### src/rtl/branch_predict_unit_pkg.sv
// Shared branch encodings and BHT counter state codes for the branch predict unit.
package branch_predict_unit_pkg;

  localparam logic [2:0] BR_BEQ  = 3'b000;
  localparam logic [2:0] BR_BNE  = 3'b001;
  localparam logic [2:0] BR_BLT  = 3'b100;
  localparam logic [2:0] BR_BGE  = 3'b101;
  localparam logic [2:0] BR_BLTU = 3'b110;
  localparam logic [2:0] BR_BGEU = 3'b111;

  localparam logic [1:0] BHT_SNT = 2'b00;
  localparam logic [1:0] BHT_WNT = 2'b01;
  localparam logic [1:0] BHT_WT  = 2'b10;
  localparam logic [1:0] BHT_ST  = 2'b11;

endpackage

### src/rtl/branch_predict_unit_if.sv
// Pipeline-side signals of the branch predict unit: IF prediction lookup and EX resolution.
interface branch_predict_unit_if #(
  parameter int XLEN = 32
) ();
  logic [XLEN-1:0] if_pc;
  logic            if_pred_taken;
  logic            ex_valid;
  logic            ex_B;
  logic [2:0]      ex_funct3;
  logic            ex_Z;
  logic            ex_C;
  logic            ex_V;
  logic            ex_S;
  logic [XLEN-1:0] ex_pc;
  logic            ex_pred_taken;
  logic            stall;
  logic            branch_taken;
  logic            mispredict;

  modport master (
    output if_pc, ex_valid, ex_B, ex_funct3, ex_Z, ex_C, ex_V, ex_S, ex_pc,
           ex_pred_taken, stall,
    input  if_pred_taken, branch_taken, mispredict
  );

  modport slave (
    input  if_pc, ex_valid, ex_B, ex_funct3, ex_Z, ex_C, ex_V, ex_S, ex_pc,
           ex_pred_taken, stall,
    output if_pred_taken, branch_taken, mispredict
  );
endinterface

### src/rtl/branch_predict_unit_cond_eval.sv
// Combinational branch condition evaluator: funct3 against ALU flags, plus funct3 legality.
module branch_cond_eval
  import branch_predict_unit_pkg::*;
(
  input  logic [2:0] funct3,
  input  logic       z,
  input  logic       c,
  input  logic       v,
  input  logic       s,
  output logic       taken,
  output logic       legal
);

  always_comb begin
    taken = 1'b0;
    legal = 1'b1;
    case (funct3)
      BR_BEQ:  taken = z;
      BR_BNE:  taken = ~z;
      BR_BLT:  taken = s ^ v;
      BR_BGE:  taken = ~(s ^ v);
      BR_BLTU: taken = ~c;
      BR_BGEU: taken = c;
      default: legal = 1'b0;
    endcase
  end

endmodule

### src/rtl/branch_predict_unit.sv
// Branch predict unit: 2-bit BHT lookup in IF, EX-stage resolution/training, saturating perf counters.
module branch_predict_unit
  import branch_predict_unit_pkg::*;
#(
  parameter  int XLEN        = 32,
  parameter  int BHT_ENTRIES = 64,
  parameter  int PERF_W      = 32,
  localparam int IDX_W       = $clog2(BHT_ENTRIES)
) (
  input  logic              clk,
  input  logic              rst_n,
  branch_predict_unit_if.slave bpu,
  output logic [PERF_W-1:0] br_count,
  output logic [PERF_W-1:0] mp_count
);

  function automatic logic [1:0] bht_next(input logic [1:0] st, input logic taken);
    if (taken) return (st == BHT_ST)  ? BHT_ST  : st + 2'd1;
    else       return (st == BHT_SNT) ? BHT_SNT : st - 2'd1;
  endfunction

  function automatic logic [PERF_W-1:0] sat_inc(input logic [PERF_W-1:0] cnt);
    return (&cnt) ? cnt : cnt + 1'b1;
  endfunction

  logic [1:0]       bht [BHT_ENTRIES];
  logic [IDX_W-1:0] if_idx;
  logic [IDX_W-1:0] ex_idx;
  logic             cond_taken;
  logic             cond_legal;
  logic             resolving;
  logic             upd;
  logic [XLEN-1:0]  unused_pc;

  // Word-aligned PCs: bits [1:0] are skipped, upper bits alias onto the same counter.
  assign if_idx    = bpu.if_pc[IDX_W+1:2];
  assign ex_idx    = bpu.ex_pc[IDX_W+1:2];
  assign unused_pc = bpu.if_pc ^ bpu.ex_pc;

  branch_cond_eval u_cond (
    .funct3 (bpu.ex_funct3),
    .z      (bpu.ex_Z),
    .c      (bpu.ex_C),
    .v      (bpu.ex_V),
    .s      (bpu.ex_S),
    .taken  (cond_taken),
    .legal  (cond_legal)
  );

  assign resolving         = bpu.ex_valid & bpu.ex_B;
  assign bpu.branch_taken  = resolving & cond_legal & cond_taken;
  assign bpu.mispredict    = resolving & (bpu.branch_taken ^ bpu.ex_pred_taken);
  assign upd               = resolving & cond_legal & ~bpu.stall;
  // No write bypass: a same-cycle update shows up on the next cycle's lookup.
  assign bpu.if_pred_taken = bht[if_idx][1];

  always_ff @(posedge clk or negedge rst_n) begin
    if (!rst_n) begin
      for (int i = 0; i < BHT_ENTRIES; i++) bht[i] <= BHT_WNT;
      br_count <= '0;
      mp_count <= '0;
    end else if (upd) begin
      bht[ex_idx] <= bht_next(bht[ex_idx], bpu.branch_taken);
      br_count    <= sat_inc(br_count);
      if (bpu.mispredict) mp_count <= sat_inc(mp_count);
    end
  end

endmodule

### src/flat_wrapper.sv
// flat-port wrapper written by rule: the top's interface ports become plain ports
module branch_predict_unit_flat import branch_predict_unit_pkg::*;
#(
  parameter  int XLEN        = 32,
  parameter  int BHT_ENTRIES = 64,
  parameter  int PERF_W      = 32,
  localparam int IDX_W       = $clog2(BHT_ENTRIES)
)
  (clk, rst_n, br_count, mp_count, bpu_if_pc, bpu_ex_valid, bpu_ex_B, bpu_ex_funct3, bpu_ex_Z, bpu_ex_C, bpu_ex_V, bpu_ex_S, bpu_ex_pc, bpu_ex_pred_taken, bpu_stall, bpu_if_pred_taken, bpu_branch_taken, bpu_mispredict);
  branch_predict_unit_if #(.XLEN(XLEN)) bpu_i ();
  input  logic clk;
  input  logic rst_n;
  output logic [PERF_W-1:0] br_count;
  output logic [PERF_W-1:0] mp_count;
  input wire logic [$bits(bpu_i.if_pc)-1:0] bpu_if_pc;
  input wire logic [$bits(bpu_i.ex_valid)-1:0] bpu_ex_valid;
  input wire logic [$bits(bpu_i.ex_B)-1:0] bpu_ex_B;
  input wire logic [$bits(bpu_i.ex_funct3)-1:0] bpu_ex_funct3;
  input wire logic [$bits(bpu_i.ex_Z)-1:0] bpu_ex_Z;
  input wire logic [$bits(bpu_i.ex_C)-1:0] bpu_ex_C;
  input wire logic [$bits(bpu_i.ex_V)-1:0] bpu_ex_V;
  input wire logic [$bits(bpu_i.ex_S)-1:0] bpu_ex_S;
  input wire logic [$bits(bpu_i.ex_pc)-1:0] bpu_ex_pc;
  input wire logic [$bits(bpu_i.ex_pred_taken)-1:0] bpu_ex_pred_taken;
  input wire logic [$bits(bpu_i.stall)-1:0] bpu_stall;
  output wire logic [$bits(bpu_i.if_pred_taken)-1:0] bpu_if_pred_taken;
  output wire logic [$bits(bpu_i.branch_taken)-1:0] bpu_branch_taken;
  output wire logic [$bits(bpu_i.mispredict)-1:0] bpu_mispredict;
  assign bpu_i.if_pc = bpu_if_pc;
  assign bpu_i.ex_valid = bpu_ex_valid;
  assign bpu_i.ex_B = bpu_ex_B;
  assign bpu_i.ex_funct3 = bpu_ex_funct3;
  assign bpu_i.ex_Z = bpu_ex_Z;
  assign bpu_i.ex_C = bpu_ex_C;
  assign bpu_i.ex_V = bpu_ex_V;
  assign bpu_i.ex_S = bpu_ex_S;
  assign bpu_i.ex_pc = bpu_ex_pc;
  assign bpu_i.ex_pred_taken = bpu_ex_pred_taken;
  assign bpu_i.stall = bpu_stall;
  assign bpu_if_pred_taken = bpu_i.if_pred_taken;
  assign bpu_branch_taken = bpu_i.branch_taken;
  assign bpu_mispredict = bpu_i.mispredict;
  branch_predict_unit #(.XLEN(XLEN), .BHT_ENTRIES(BHT_ENTRIES), .PERF_W(PERF_W)) u_core (.clk(clk), .rst_n(rst_n), .bpu(bpu_i), .br_count(br_count), .mp_count(mp_count));
endmodule
### config.mk
export PLATFORM = sky130hd
export DESIGN_NAME = branch_predict_unit_flat
export DESIGN_NICKNAME = d
export VERILOG_FILES = /design/src/rtl/branch_predict_unit_pkg.sv /design/src/rtl/branch_predict_unit_if.sv /design/src/rtl/branch_predict_unit_cond_eval.sv /design/src/rtl/branch_predict_unit.sv /design/src/flat_wrapper.sv
export SDC_FILE = /design/constraint.sdc
export NUM_CORES = 1
export LEC_CHECK = 0
export BUFFER_PORTS_ARGS = -buffer_cell sky130_fd_sc_hd__buf_2
export CORE_MARGIN = 3
export CORE_UTILIZATION = 42
export DETAILED_ROUTE_END_ITERATION = 7
export HOLD_SLACK_MARGIN = 0.03
export SYNTH_ARGS = -nofsm -noshare
export SYNTH_HDL_FRONTEND = slang
export SYNTH_SLANG_ARGS = --single-unit
### constraint.sdc
create_clock -name clk -period 5.5 [get_ports clk]
set_input_delay 0.825 -clock clk [delete_from_list [all_inputs] [get_ports clk]]
set_output_delay 0.825 -clock clk [all_outputs]
set_load 0.03 [all_outputs]
# --- Word level (Yosys, flattened, before mapping) ---
# Index checks and enable logic that the tools add are counted.
word_totals:
  register_bits: 192
  inputBits: 77
op_classes:
  n_addsub: 4
  magnitude_cmp: 3
  n_eq_ne: 6
  muxes: 15
  bitwise: 15
  reduce_logical: 8
ops:
  columns: ["op", "count"]
  rows:
  - ["$bwmux 128", 1]
  - ["$add 32x1->32 const B", 2]
  - ["$reduce_and 32->1", 2]
  - ["$bmux 2 s6", 2]
  - ["$mux 2", 9]
  - ["$ge 7x7->1 const B", 2]
  - ["$not 6->7", 2]
  - ["$demux 2 s6", 1]
  - ["$eq 3x3->1 const B", 4]
  - ["$lt 7x1->1 const B", 1]
  - ["$not 1->1", 6]
  - ["$pmux 1 s6", 1]
  - ["$reduce_or 6->1", 1]
  - ["$and 1x1->1", 5]
  - ["$eq 3x1->1 const B", 1]
  - ["$logic_not 3->1", 1]
  - ["$reduce_and 3->1", 1]
  - ["$add 2x1->2 const B", 1]
  - ["$eq 2x2->1 const B", 1]
  - ["$logic_not 2->1", 1]
  - ["$reduce_and 2->1", 1]
  - ["$sub 2x1->2 const B", 1]
  - ["$xor 1x1->1", 2]
  - ["$logic_and 1x1->1", 1]
  - ["$mux 1", 1]

# --- Depth between registers and ports, before layout ---
depth:
  word_depth: 9
  mapped_depth: 12
  ltp_nobuf: 7

# --- Cells and area by module ---
# A second synthesis with hierarchy kept.
hier_totals:
  cells_unflattened: 824
  area_unflattened_um2: 10178.5
modules_own_cells:
  columns: ["module", "instances", "cells_each", "area_each_um2", "seq_area_each_um2"]
  rows:
  - ["branch_predict_unit", 1, 815, 10112.2, 4884.7]
  - ["branch_cond_eval", 1, 9, 66.3, 0.0]

# --- Least setup slack after synthesis ---
# OpenSTA, ideal clock, no wires.
synth_timing:
  kind: "input port to output port"
  startpoint: "input port bpu_if_pc[2]"
  endpoint: "output port bpu_if_pred_taken"
  t_arrival_ns: 3.342
  required_ns: 4.675
  path_slack_ns: 1.333
  cell_stages: 5
  n_path_buf: 2
  path_cell_list: "clkbuf_1 buf_1 mux4_2 mux4_2 mux4_2"
synth_via:
  elab_chain_cells: 4
synth_lines:
  columns: ["element", "line_no", "source"]
  rows:
  - ["start, declared", "flat_wrapper.sv:15", "input wire logic [$bits(bpu_i.if_pc)-1:0] bpu_if_pc;"]
  - ["$not 6->7 (implied by the code)", "branch_predict_unit.sv:55", "assign bpu.if_pred_taken = bht[if_idx][1];"]
  - ["$bmux 2 s6", "branch_predict_unit.sv:55", null]
  - ["$mux 2 (implied by the code) (2 in series)", "branch_predict_unit.sv:55", null]
  - ["end, declared", "flat_wrapper.sv:26", "output wire logic [$bits(bpu_i.if_pred_taken)-1:0] bpu_if_pred_taken;"]
# No other way between the ends. The select of a mux whose other input is x is not followed.

# --- Worst setup path in the final report ---
# Ends and elaborated chain as after synthesis.

==> metrics <==
Worst EP arrival=3070 ps; worst setup path startpoint=bpu_if_pc[2]; crit path kind=input pin to output pin; number of global-route vias before repair=7861; Worst Tran Pin Value=1136 ps; Startpoint Class=input pin; GPL Wtd Cong=a little over 0.8; met3 Use GR=0.04307; global-route wire length before repair=between 40000 and 50000 µm; largest net degree at the start of global routing=116; Total Routed Length=25940 µm; First-pass DRT Iterations=7; # clock sinks=192; synthesized instance count=1023; mapped cell area=roughly 10000 µm²; Period minus WS final=roughly 3900 ps; hold_buf cts=0; number of nets with antenna violations after routing=0; DIE HEIGHT=160.5 µm; Leak Pwr=between 4 and 5 nW; final core utilization=0.4925; Tcrit/Tclk final=0.7076; Worst Min Path Start=u_core.br_count[23]$_DFFE_PN0P_; Post-synth ARST share=1.000; Area Growth Syn to Fin=13.24%; Syn Area/Cell=9.800 µm²; I/O Pins=around 140; Total GRT Usage=0.2064; most frequent cells after synthesis=166 x nand2_1, 134 x nor2_1, 128 x dfrtp_1, 70 x o21ai_0, 67 x a21oi_1; post-layout net count=around 1200; Seq/Total Area, Yosys=0.4872; Final setup viols=0; total grt overflow=0; die footprint=25760 µm²; Starting DRT DRC Count=420; PwrDens=278.9 nW/µm²; ant diodes=0; Layout fillers=2147; worst-skew pair later-pin latency=440 ps; Avg Vias per Cell=5.501; initial core utilization=0.4349; Syn Nets=about 1100; Cell variety after synth=65; min-delay worst type=flip-flop to flip-flop; CP Capture Type=output pin; met2 global-route usage=0.3210; Yosys top cell area share=0.3195; FF-to-FF Start=u_core.mp_count[10]$_DFFE_PN0P_; dpl hpwl=17120 µm; RSZ-0062 raised after global routing=no; Root Buffer Master=clkbuf_16; port bufs=91; worst path required time=4680 ps; Final Hold Viols=0; largest cells by area after synthesis=dfrtp_1 32%, dfstp_2 17%, mux4_2 6.3%; antenna violations before repair=0; CTS tree=done; core area=23050 µm²; post-route insts no fill=1421; GRT met1 Usage=0.2998; H-tree lvl count=4; Routed wire per std cell=about 18 µm; clock transition at the registers of the reported paths=approximately 80 ps; FF/Latch Area=roughly 4900 µm²; layout cells sized above 1=0.2265; leading area contributor after synthesis=dfrtp_1; fmax=0.2570 GHz; Slew Limit Fails=0; via count=7817; Inst Count DP=between 1000 and 1500; post-CTS setup buffer count=0; Max Cap Violations=0; Die W=160.5 µm; CTS Buf Count=17; drt drc=0; clock skew=18.64 ps; Clock Path Buffers=2; global route hottest layer=met2; VDD IR max=0.1799 mV; flops & latches, synth=192; top-count cell post-synth=nand2_1; top_reg_cell synth=dfrtp_1; status=finished clean; Slew HR=0.2366; EDFF count, synth=0; area taken by multi-input logic gates=4807 µm²; setup TNS=0 ps; post-cts sizing count=0; row cnt=55; crit-path max FO=16; Ys Warns=0
==> per-layer routing <==
metal / vias to the layer above / routed length [µm]
met5: - / 0
met4: 0 / 258
met3: 22 / 1649
met1: 3836 / 12140
li1: 3752 / -
met2: 207 / 11900
==> area by class of cell <==
type,instances,area share
clock buffers,17,0.03747
clock inverters,15,0.01708
inverters,9,0.002976
multi-input cells,767,0.4234
flip-flops and latches,192,0.4302
well taps,313,0.03449
repair buffers,108,0.05433
==> critical path: stages <==
cell and delay [ps]:
buf_2 450, mux4_2 590, mux4_2 540, mux4_2 470, buf_2 190
==> registers in the layout, summed over array words and instances, names as in the netlist <==
name,cells
u_core.mp_count,32
u_core.bht,128
u_core.br_count,32
==> worst paths after layout <==
check,slack (ps),endpoint,depth (start not counted)
setup / recovery,1610,bpu_if_pred_taken,5
hold / removal,480,u_core.br_count[23]$_DFFE_PN0P_,1
setup reg to reg,2350,u_core.mp_count[5]$_DFFE_PN0P_,7
hold reg to reg,480,u_core.br_count[23]$_DFFE_PN0P_,1
max in group asynchronous,3800,u_core.bht[54]$_DFFE_PN1P_,2
min in group asynchronous,540,u_core.bht[47]$_DFFE_PN0P_,1
==> kinds of logic (layout without fill, tap and decap cells) <==
group | Yosys count | after routing | share of synthesized area
buf+inv | 64 | 149 | 0.03382
mux | 68 | 68 | 0.1036
flops | 192 | 192 | 0.4872
compound gates | 194 | 194 | 0.1161
simple gates | 436 | 436 | 0.1964
fa+ha+maj | 4 | 4 | 0.004742
xor+xnor | 65 | 65 | 0.05816
==> report_power, final <==
part	switching [W]	leakage, nW	total [W]	internal, W
Combinational	0.000220	2.19	0.000331	0.000111
Sequential	0.0000544	2.43	0.00154	0.00149
Clock	0.000662	0.301	0.00129	0.000631
Total	0.000936	4.92	0.00317	0.00223
==> stage by stage <==
| step | total power (W) | area, µm² | hold slack (ps) | worst slack [ps] |
|---|---|---|---|---|
| 2_1_floorplan | 0.001784 | 10030 | 448.7 | 1333 |
| 3_3_place_gp | 0.001898 | 10730 | 471.8 | 1429 |
| 3_5_place_dp | 0.001903 | 10730 | 472.5 | 1404 |
| 4_1_cts | 0.003198 | 11350 | 489.7 | 1583 |
| 5_1_grt | 0.003293 | 11350 | 511.0 | 1498 |
| 6_report | 0.003167 | 11350 | 484.3 | 1608 |
==> layout by cell type, fill, tap and decap left out, types with 22 or more instances in the layout <==
master   netlist  layout
xnor2_1       32      32
dfstp_2       64      64
mux4_2        28      28
dfrtp_1      128     128
nor2_1       134     134
mux2i_1       34      34
nand2_1      166     166
nand3_1       28      28
buf_2         10      90
xor2_1        32      32
a21oi_1       67      67
o21ai_0       70      70
and3_1        22      22
Power figures use the tool's default switching activity.
